`config.mk`:
```
export PLATFORM = sky130hd
export DESIGN_NAME = router_ingress_fifo
export DESIGN_NICKNAME = d
export VERILOG_FILES = /design/src/rtl/router_pkg.sv /design/src/rtl/router_sync_fifo.sv /design/src/rtl/router_ingress_fifo.sv
export SDC_FILE = /design/constraint.sdc
export NUM_CORES = 1
export LEC_CHECK = 0
export CORE_ASPECT_RATIO = 1.5
export CORE_UTILIZATION = 38
export CTS_CLUSTER_SIZE = 20
export DETAILED_ROUTE_END_ITERATION = 8
export PLACE_DENSITY_LB_ADDON = 0.1
export REMOVE_ABC_BUFFERS = 1
export SETUP_SLACK_MARGIN = 0.3
export SLEW_MARGIN = 20
export SYNTH_ARGS = -nofsm -noshare
export SYNTH_HDL_FRONTEND = slang
export SYNTH_SLANG_ARGS = --single-unit
```
`constraint.sdc`:
```
create_clock -name clk -period 3.8 [get_ports clk]
set_clock_uncertainty 0.05 [all_clocks]
set_input_delay 0.57 -clock clk [delete_from_list [all_inputs] [get_ports clk]]
set_output_delay 0.57 -clock clk [all_outputs]
set_load 0.05 [all_outputs]
```
`src/rtl/router_pkg.sv`:
```
// router_pkg: shared constants and flit type for the router ingress path.
//   NUM_PORTS     - number of router destinations
//   ADDR_W        - destination address width
//   DATA_SIZE     - default flit payload width
//   router_flit_t - packed {addr, data} flit
package router_pkg;

    parameter int DATA_SIZE = 32;
    localparam int NUM_PORTS = 4;
    localparam int ADDR_W = 2;

    typedef struct packed {
        logic [ADDR_W-1:0]    addr;
        logic [DATA_SIZE-1:0] data;
    } router_flit_t;

endpackage

```
`src/rtl/router_sync_fifo.sv`:
```
// router_sync_fifo: generic DEPTH x WIDTH synchronous FIFO.
//   clk, resetn    - clock, synchronous active-low reset
//   push, wdata    - write request and data (ignored when full)
//   pop            - read request (ignored when empty)
//   rdata          - current head entry (combinational)
//   full, empty    - occupancy flags
//   level          - occupancy 0..DEPTH
module router_sync_fifo #(
    parameter int WIDTH = 34,
    parameter int DEPTH = 4
) (
    input  logic                       clk,
    input  logic                       resetn,
    input  logic                       push,
    input  logic [WIDTH-1:0]           wdata,
    input  logic                       pop,
    output logic [WIDTH-1:0]           rdata,
    output logic                       full,
    output logic                       empty,
    output logic [$clog2(DEPTH+1)-1:0] level
);

    localparam int PTR_W = $clog2(DEPTH);
    localparam int LVL_W = $clog2(DEPTH+1);

    logic [WIDTH-1:0] mem [DEPTH];
    logic [PTR_W-1:0] wr_ptr;
    logic [PTR_W-1:0] rd_ptr;
    logic             do_push;
    logic             do_pop;

    assign full    = (level == LVL_W'(DEPTH));
    assign empty   = (level == '0);
    assign do_push = push && !full;
    assign do_pop  = pop && !empty;
    assign rdata   = mem[rd_ptr];

    // Storage carries no reset; pointers and level define validity.
    always_ff @(posedge clk) begin
        if (do_push) begin
            mem[wr_ptr] <= wdata;
        end
    end

    // DEPTH is a power of 2, so pointers wrap by natural overflow.
    always_ff @(posedge clk) begin
        if (!resetn) begin
            wr_ptr <= '0;
            rd_ptr <= '0;
            level  <= '0;
        end else begin
            if (do_push) begin
                wr_ptr <= wr_ptr + 1'b1;
            end
            if (do_pop) begin
                rd_ptr <= rd_ptr + 1'b1;
            end
            case ({do_push, do_pop})
                2'b10:   level <= level + 1'b1;
                2'b01:   level <= level - 1'b1;
                default: level <= level;
            endcase
        end
    end

endmodule

```
`src/rtl/router_ingress_fifo.sv`:
```
// router_ingress_fifo: ingress buffer in front of the 4-way simple_router.
// Optional feature macro: ROUTER_STATS_EN (per-destination issue counters).
//   clk, resetn          - clock, synchronous active-low reset
//   in_valid/in_ready    - upstream handshake; in_addr/in_data flit fields
//   out_hold             - downstream pause, blocks issue on the next edge
//   din_en/addr/din      - registered one-cycle issue to the router
//   level                - FIFO occupancy 0..DEPTH
//   stat_cnt0..3         - saturating issue counts per destination (macro only)
//
// Handshake: a flit transfers at a rising edge where in_valid && in_ready.
// in_ready depends only on the FIFO level, never on in_valid or out_hold;
// upstream must keep the flit stable while in_valid && !in_ready.
module router_ingress_fifo
    import router_pkg::*;
#(
    parameter int DATA_SIZE = 32,
    parameter int DEPTH     = 4
`ifdef ROUTER_STATS_EN
    ,
    parameter int STAT_W    = 16
`endif
) (
    input  logic                       clk,
    input  logic                       resetn,
    input  logic                       in_valid,
    output logic                       in_ready,
    input  logic [ADDR_W-1:0]          in_addr,
    input  logic [DATA_SIZE-1:0]       in_data,
    input  logic                       out_hold,
    output logic                       din_en,
    output logic [ADDR_W-1:0]          addr,
    output logic [DATA_SIZE-1:0]       din,
    output logic [$clog2(DEPTH+1)-1:0] level
`ifdef ROUTER_STATS_EN
    ,
    output logic [STAT_W-1:0]          stat_cnt0,
    output logic [STAT_W-1:0]          stat_cnt1,
    output logic [STAT_W-1:0]          stat_cnt2,
    output logic [STAT_W-1:0]          stat_cnt3
`endif
);

    localparam int FLIT_W = ADDR_W + DATA_SIZE;

    logic              push;
    logic              pop;
    logic              full;
    logic              empty;
    logic [FLIT_W-1:0] head;

    // No bypass: a full FIFO refuses a flit even on a popping edge.
    assign in_ready = !full;
    assign push     = in_valid && in_ready;
    assign pop      = !empty && !out_hold;

    router_sync_fifo #(
        .WIDTH (FLIT_W),
        .DEPTH (DEPTH)
    ) u_fifo (
        .clk    (clk),
        .resetn (resetn),
        .push   (push),
        .wdata  ({in_addr, in_data}),
        .pop    (pop),
        .rdata  (head),
        .full   (full),
        .empty  (empty),
        .level  (level)
    );

    // Idle cycles drive zero so the combinational router outputs stay zero.
    always_ff @(posedge clk) begin
        if (!resetn) begin
            din_en <= 1'b0;
            addr   <= '0;
            din    <= '0;
        end else if (pop) begin
            din_en <= 1'b1;
            addr   <= head[DATA_SIZE +: ADDR_W];
            din    <= head[DATA_SIZE-1:0];
        end else begin
            din_en <= 1'b0;
            addr   <= '0;
            din    <= '0;
        end
    end

`ifdef ROUTER_STATS_EN
    logic [STAT_W-1:0] cnt [NUM_PORTS];

    // Counts follow the registered issue, so they lag din_en by one edge.
    always_ff @(posedge clk) begin
        if (!resetn) begin
            for (int i = 0; i < NUM_PORTS; i++) begin
                cnt[i] <= '0;
            end
        end else begin
            for (int i = 0; i < NUM_PORTS; i++) begin
                if (din_en && (addr == ADDR_W'(i)) && (cnt[i] != '1)) begin
                    cnt[i] <= cnt[i] + 1'b1;
                end
            end
        end
    end

    assign stat_cnt0 = cnt[0];
    assign stat_cnt1 = cnt[1];
    assign stat_cnt2 = cnt[2];
    assign stat_cnt3 = cnt[3];
`endif

endmodule

```
Word-level counts from Yosys, hierarchy flattened
Memories as Yosys holds them, arrays and structs flattened. A register that Yosys moved wholly into a read port is not among the register bits.
Cells that the tools add are included.

storage, ports and cells
  bits in registers = 8
  RAM bits = 136
  output and inout bits = 39
  memories = 1

cells by class
  $add $sub $neg = 4
  eq/ne operators = 3
  muxes and demuxes = 4
  reduce and logical (&&, ||, !) cells = 11

memory list
  name        words  bits a word  read ports  clocked after Yosys merged registers in  wr ports  line                    source
  u_fifo.mem  4      34           1           1                                        1         router_sync_fifo.sv:26  logic [WIDTH-1:0] mem [DEPTH];

operators with widths
  kind                                                                   count
  3-bit one-hot mux with 2 select lines                                  1
  2-bit by 1-bit adder with 2-bit output, second input constant          2
  1-bit logical AND                                                      4
  1-bit logical NOT                                                      4
  3-bit by 1-bit adder with 3-bit output, second input constant          1
  3-bit equality test, second input constant                             1
  3-bit logical NOT                                                      1
  1-bit two-way mux                                                      3
  3-bit by 1-bit subtractor with 3-bit output, second input constant     1
  2-bit by 1-bit equality test with 1-bit output, second input constant  1
  2-bit equality test, second input constant                             1
  2-bit AND reduction                                                    1
  2-bit nonzero test                                                     1

Longest topological paths before layout
Gate-level depths: netlist (run 1).

  depth in word-level cells = 6
  depth in mapped cells = 9

Modules after synthesis
Synthesis (run 1) repeated with hierarchy kept, for this count alone.

unflattened totals
  cell total of the unflattened synthesis = 314
  area total of the unflattened synthesis = 6642.6 um^2

modules (own cells, without submodules)
  module               times used  cells each  area each (um^2)
  router_sync_fifo     1           232         5435.2
  router_ingress_fifo  1           82          1207.4

Worst setup path before layout (run 1)
OpenSTA, ideal clock, no wires.

  kind = flip-flop to flip-flop
  start point = register u_fifo.level[0]
  end point = memory u_fifo.mem[0][0], enable pin
  arrival time = 2093 ps
  required time = 3356 ps
  slack = 1263 ps
  cell stages (with the launch flop) = 4
  clock period less this slack = 2537 ps
  path through = dfxtp_1 > nor2_1 > a21boi_1 > and2_1

between the ends
  word-level cells in the longest chain between the ends = 6

ends and longest elaborated chain
  element                                    line                                               source
  start: declaration                         router_sync_fifo.sv:20                             output logic [$clog2(DEPTH+1)-1:0] level
  start signal: assignment                   router_sync_fifo.sv:59                             2'b10: level <= level + 1'b1;
  start signal: assignment                   router_sync_fifo.sv:60                             2'b01: level <= level - 1'b1;
  start signal: assignment                   router_sync_fifo.sv:61                             default: level <= level;
  3-bit equality test *                      router_sync_fifo.sv:32                             assign full = (level == LVL_W'(DEPTH));
  1-bit logical NOT *                        router_sync_fifo.sv:34, router_ingress_fifo.sv:52
  1-bit logical AND                          router_ingress_fifo.sv:53                          assign push = in_valid && in_ready;
  1-bit logical AND *                        router_sync_fifo.sv:34                             assign do_push = push && !full;
  1-bit two-way mux *                        router_sync_fifo.sv:40                             if (do_push) begin
  1-bit two-way mux (implied by the code) *  router_sync_fifo.sv:41                             mem[wr_ptr] <= wdata;
  end: declaration                           router_sync_fifo.sv:26

Mark *: on every way between the ends. The rest lies on a longest branch, timed or not.

Worst setup path after layout (run 1)
  start point = input port in_valid
  end point = register u_fifo.level[2]

between the ends
  word-level cells in the longest chain between the ends = 4
  elaborated cells on any way between the ends = 6
  those cells by class = eq/ne: 2; mux: 1; reduce/logical: 3

ends and longest elaborated chain
  element                                                                                line                       source
  start: declaration                                                                     router_ingress_fifo.sv:25  input logic in_valid,
  1-bit logical AND *                                                                    router_ingress_fifo.sv:53
  1-bit logical AND *                                                                    router_sync_fifo.sv:34
  2-bit by 1-bit equality test with 1-bit output or 2-bit equality test (tied branches)  router_sync_fifo.sv:58     case ({do_push, do_pop})
  3-bit one-hot mux with 2 select lines or 2-bit nonzero test (tied branches)            -

Marks and branches as above.
A chain may end at the register's enable or synchronous reset.

==> impl_metrics.ini, run 1 <==
[run_status]
status = completed

[timing]
finalSetupViolations = 0
max_clock_freq_mhz = 416
finalHoldViolations = 0
tightest_slew_ns = 0.976
fin_tns_setup_ns = 0
rsz0062_at_grt = false
min_period_over_period_pct = 63.2
period_minus_slack_ns = 2.40
slew_headroom_pct = 34.9
report.final.slew_viol_count = 0

[die]
dieHeight_um = 160
start_util_pct = 39.1
num_rows = 57
dieArea_um2 = 17300
coreArea_um2 = 16300
ios = 77
fp.dieW_um = 108

[cells_and_area]
final_cells = 612
num_antenna_cells = 0
syn_to_final_growth_pct = 24.7
drive_above_1_share_pct = 21.2
multi_input_area_um2 = 1290
fillCellCount = 1374
postLayoutCellArea_um2 = 7920
fin_nets = 437
fin_util_pct = 48.7
register_area_um2 = 4930

[clock_tree]
clockBufferDepth = 2
holdBufCountCts = 0
htree_levels = 4
cts_resized = 0
cts_made_buffers = 17
cts_setup_buffers = 0
cts_root_buf = clkbuf_16
cts_tree = built
clk_latency_ns = 0.41
cts_sinks = 178
path_clk_slew_ns = 0.07

[place]
placed_cell_area_um2 = 7310
place_hpwl_um = 6980
routabilityCongestion = 0.697
dp.cells = 580
numPortBuffers = 76

[worst_setup_path]
critPathKind = input pin to flip-flop
worstSetupStartpointType = input pin
crit_path_max_fanout = 7
timing.rr.start = u_fifo.level[1]
required_ns = 4.08
crit_path_end_kind = flip-flop
startpoint = in_valid
cp.arrival_ns = 2.68

[min_path]
hold_start = u_fifo.wr_ptr[1]
hold_class = flip-flop to flip-flop

[power]
max-vdd-ir-drop_mv = 0.357
finalPower_mw = 5.31
p_per_area_nw_per_um2 = 671
leakage_nw = 2.64

[logic_synthesis]
synth.ff_latch_count = 178
synthTopCellsByArea = edfxtp_1 (64%), dfxtp_1 (13%), mux4_2 (12%)
ys.flop_type = edfxtp_1
synth_common_cells = edfxtp_1 (136), dfxtp_1 (42), mux4_2 (34)
syn_area_um2 = 6350
synth.most_common_cell = edfxtp_1
avgSynthCellArea_um2 = 20.9
synthDistinctLibCells = 28
synth_edf_count = 136
syn_inst = 304
async_reset_ff_share_pct = 0
yosys.area.top_type = edfxtp_1
synth_warnings = 0
synth-seq-area-share_pct = 77.5
synth_top_area_share_pct = 64.3

[grt]
grt_use_total_pct = 14.3
grt_pass1_wl_um = 17500
grt_antenna_before_repair = 0
grt_max_degree = 37
grt_pass1_vias = 3268
overflow = 0

[route]
totalWireLength_um = 11200
vias = 2956
drtAntennaViolNets = 0
viasPerCell = 4.83
drc = 0
dr.pass1.iters = 4
dr.first_iter.drc_count = 95
wl_per_cell_um = 18.3

[flow_run]
cap_violations = 0
cell type report:
type / instances / area share, %
clock buffer: 25 / 6.55
clock inverter: 7 / 1.17
inverter: 7 / 0.332
multi-input combinational: 106 / 16.2
sequential: 178 / 62.2
tap: 206 / 3.25
timing repair buffer: 83 / 10.3
cells by family after synthesis:
kind of cell / count (synthesis) / synth area share (%)
xor+xnor: 2 / 0.276
fa+ha+maj: 6 / 1.30
simple gates: 56 / 5.59
buf+inv: 20 / 2.32
mux: 37 / 12.5
compound gates: 5 / 0.473
flops: 178 / 77.5
cells in the final DEF (no fill, tap or decap), types with 2 or more instances in the layout:
master | netlist | routed
edfxtp_1 | 136 | 136
clkdlybuf4s50_1 | 0 | 76
dfxtp_1 | 42 | 40
mux4_2 | 34 | 34
and2_1 | 33 | 29
clkbuf_16 | 0 | 20
and2_2 | 6 | 10
nand2_1 | 8 | 8
inv_1 | 7 | 7
buf_4 | 1 | 7
ha_1 | 5 | 5
clkbuf_1 | 1 | 5
o21ai_0 | 3 | 3
mux2i_1 | 3 | 3
clkinv_2 | 0 | 3
and2_4 | 2 | 2
inv_6 | 0 | 2
bufinv_16 | 0 | 2
dfxtp_2 | 0 | 2
registers in the layout, indices dropped and copies added, names as in the netlist:
| signal | count |
|---|---|
| din_en | 1 |
| u_fifo.wr_ptr | 2 |
| addr | 2 |
| u_fifo.rd_ptr | 2 |
| din | 32 |
| u_fifo.level | 3 |
| u_fifo.mem | 136 |
per-stage QoR:
step                setup slack (ns)  hold WS [ns]
finish                          1.40         0.458
global route                    1.19         0.502
global placement               0.997         0.439
floorplan                       1.25         0.418
detailed placement             0.956         0.449
CTS                             1.37         0.459
critical path: stages:
cell             delay, ns
clkdlybuf4s50_1       0.45
a21boi_1              0.47
inv_1                 0.09
ha_1                  0.23
inv_1                 0.07
fa_1                  0.17
xor2_1                0.07
or3_2                 0.40
a21boi_0              0.17
power breakdown:
part | internal [mW] | leakage [nW] | total [mW] | switching [mW]
registers | 2.33 | 1.59 | 2.46 | 0.126
logic | 0.501 | 0.745 | 1.08 | 0.581
clock network | 1.09 | 0.301 | 1.78 | 0.685
total | 3.92 | 2.64 | 5.31 | 1.39
final timing paths:
path	end	slack [ns]	depth (start not counted)
hold / removal	u_fifo.wr_ptr[1]	0.46	2
hold reg to reg	u_fifo.wr_ptr[1]	0.46	2
setup reg to reg	u_fifo.level[2]	1.51	9
setup / recovery	u_fifo.level[2]	1.40	9
per-layer routing:
metal	GRT usage, %	share of wire, %	vias to the layer above
met5	0	0	-
met4	5.60	1.2	0
met3	3.65	3.5	6
met2	26.1	56	69
met1	15.6	40	1537
li1	-	-	1344
(Power assumes the default switching activity.)
==> run 2, diff against run 1 <==
- clock period: 3.8 -> 2.1 ns (I/O delays scaled with it)
==> impl_metrics.ini, run 2 (synthesis results as in run 1) <==
[die]
ios = 77
start_util_pct = 39.1
num_rows = 57
fp.dieW_um = 108
dieHeight_um = 160
coreArea_um2 = 16300
dieArea_um2 = 17300

[grt]
overflow = 0
grt_max_degree = 36
grt_pass1_vias = 3231
grt_pass1_wl_um = 17600
grt_antenna_before_repair = 0
grt_use_total_pct = 14.2

[route]
dr.first_iter.drc_count = 124
route.met3.wl_um = 455
vias = 3011
viasPerCell = 4.79
met2_length_um = 6000
drtAntennaViolNets = 0
met1_length_um = 4460
drc = 0
wl_per_cell_um = 17.6
dr.pass1.iters = 4
totalWireLength_um = 11000
highest_layer = met4

[cells_and_area]
fin_util_pct = 50.0
max_flop_register = u_fifo.mem
final_cells = 628
syn_to_final_growth_pct = 28.0
largest_reg_flops = 136
drive_above_1_share_pct = 27.5
reg.largest.list = u_fifo.mem (136), din (32), u_fifo.level (3)
final_common_cell = edfxtp_1
final_cell_mix = edfxtp_1 (136), dfxtp_1 (37), clkdlybuf4s50_1 (37), dlygate4sd2_1 (37), mux4_2 (34)
fin_nets = 453
num_antenna_cells = 0
postLayoutCellArea_um2 = 8130

[power]
p_per_area_nw_per_um2 = 1200
seqPwrFrac_pct = 44.4
swShare_pct = 27.0
max-vdd-ir-drop_mv = 0.504
finalPower_mw = 9.76
pwr-share-clk_pct = 32.8
p_int_mw = 7.12
leakage_nw = 2.92
power.switching_mw = 2.64
combinationalPowerShare_pct = 22.8

[clock_tree]
cts_sinks = 178
cts_root_buf = clkbuf_16
cts_tree = built
path_clk_slew_ns = 0.07
holdBufCountCts = 0
cts_made_buffers = 17
clockBufferDepth = 2
htree_levels = 4
clk_latency_ns = 0.42

[worst_setup_path]
crit_top_cell = or3_4
crit_chain = or3_4 -> and2_4 -> ha_4 -> inv_2 -> fa_2 -> xor2_1 -> or3_4 -> a21boi_2
cpMaxStageDelayCell = or3_4
worstSetupStartpointType = flip-flop
cp.arrival_ns = 2.17
crit_path_end_kind = flip-flop
worst-path-buf-inv = 1
max_stage_delay_ns = 0.38
crit_path_max_fanout = 2
required_ns = 2.40
cp_top_family = simple AND/OR/NAND/NOR gates
critPathKind = flip-flop to flip-flop

[timing]
tightest_slew_ns = 0.574
finalHoldViolations = 0
finalSetupViolations = 0
slew_headroom_pct = 61.9
setup_ws_ns = 0.231
max_clock_freq_mhz = 535
period_minus_slack_ns = 1.87
hold_ws_ns = 0.431
fin_tns_setup_ns = 0
report.final.slew_viol_count = 0
min_period_over_period_pct = 89.0
rsz0062_at_grt = true

[place]
routabilityCongestion = 0.692
placed_cell_area_um2 = 7540
numPortBuffers = 76
dp.cells = 595
place_ws_ns = -0.250
place_hpwl_um = 6680

[flow_run]
cap_violations = 0

[run_status]
status = completed

[min_path]
hold_class = flip-flop to flip-flop
==> run 2: worst register-to-register path: stages (launching register included) <==
cell	delay (ns)
dfxtp_2	0.32
or3_4	0.38
and2_4	0.16
ha_4	0.16
inv_2	0.05
fa_2	0.18
xor2_1	0.07
or3_4	0.33
a21boi_2	0.13
==> run 2: power groups by stage <==
stage / combinational, mW / sequential [mW] / clock (mW)
after detailed placement: 2.32 / 4.41 / 0
after floorplan: 0.844 / 4.99 / 0
after global placement: 2.31 / 4.40 / 0
final: 2.23 / 4.33 / 3.20
after global routing: 2.41 / 4.37 / 3.43
after CTS: 2.26 / 4.34 / 3.28
==> run 2: final cells by class <==
type,instances,area (um^2)
Fill cell,1385,8130
Sequential cell,178,4930
Multi-Input combinational cell,106,1320
Timing Repair Buffer,99,995
Clock buffer,17,425
Tap cell,206,258
Clock inverter,15,178
Inverter,7,26.3
==> run 2: repair_timing <==
action                     in CTS  in global routing
setup buffers                   0                  1
resized for setup              52                  5
pin swaps                       3                  4
setup endpoints to repair      41                  3
==> run 2: per-layer routing <==
metal / up-vias / track usage, %
met3: 8 / 3.49
met1: 1549 / 16.5
met4: 0 / 6.29
met2: 73 / 24.6
met5: - / 0
li1: 1381 / -
==> run 2: final timing paths <==
path / from / end / slack [ns] / cells after the start
hold reg to reg: u_fifo.rd_ptr[1] / u_fifo.rd_ptr[1] / 0.43 / 2
setup / recovery: u_fifo.level[2] / u_fifo.level[2] / 0.23 / 8
setup reg to reg: u_fifo.level[2] / u_fifo.level[2] / 0.23 / 8
hold / removal: u_fifo.rd_ptr[1] / u_fifo.rd_ptr[1] / 0.43 / 2
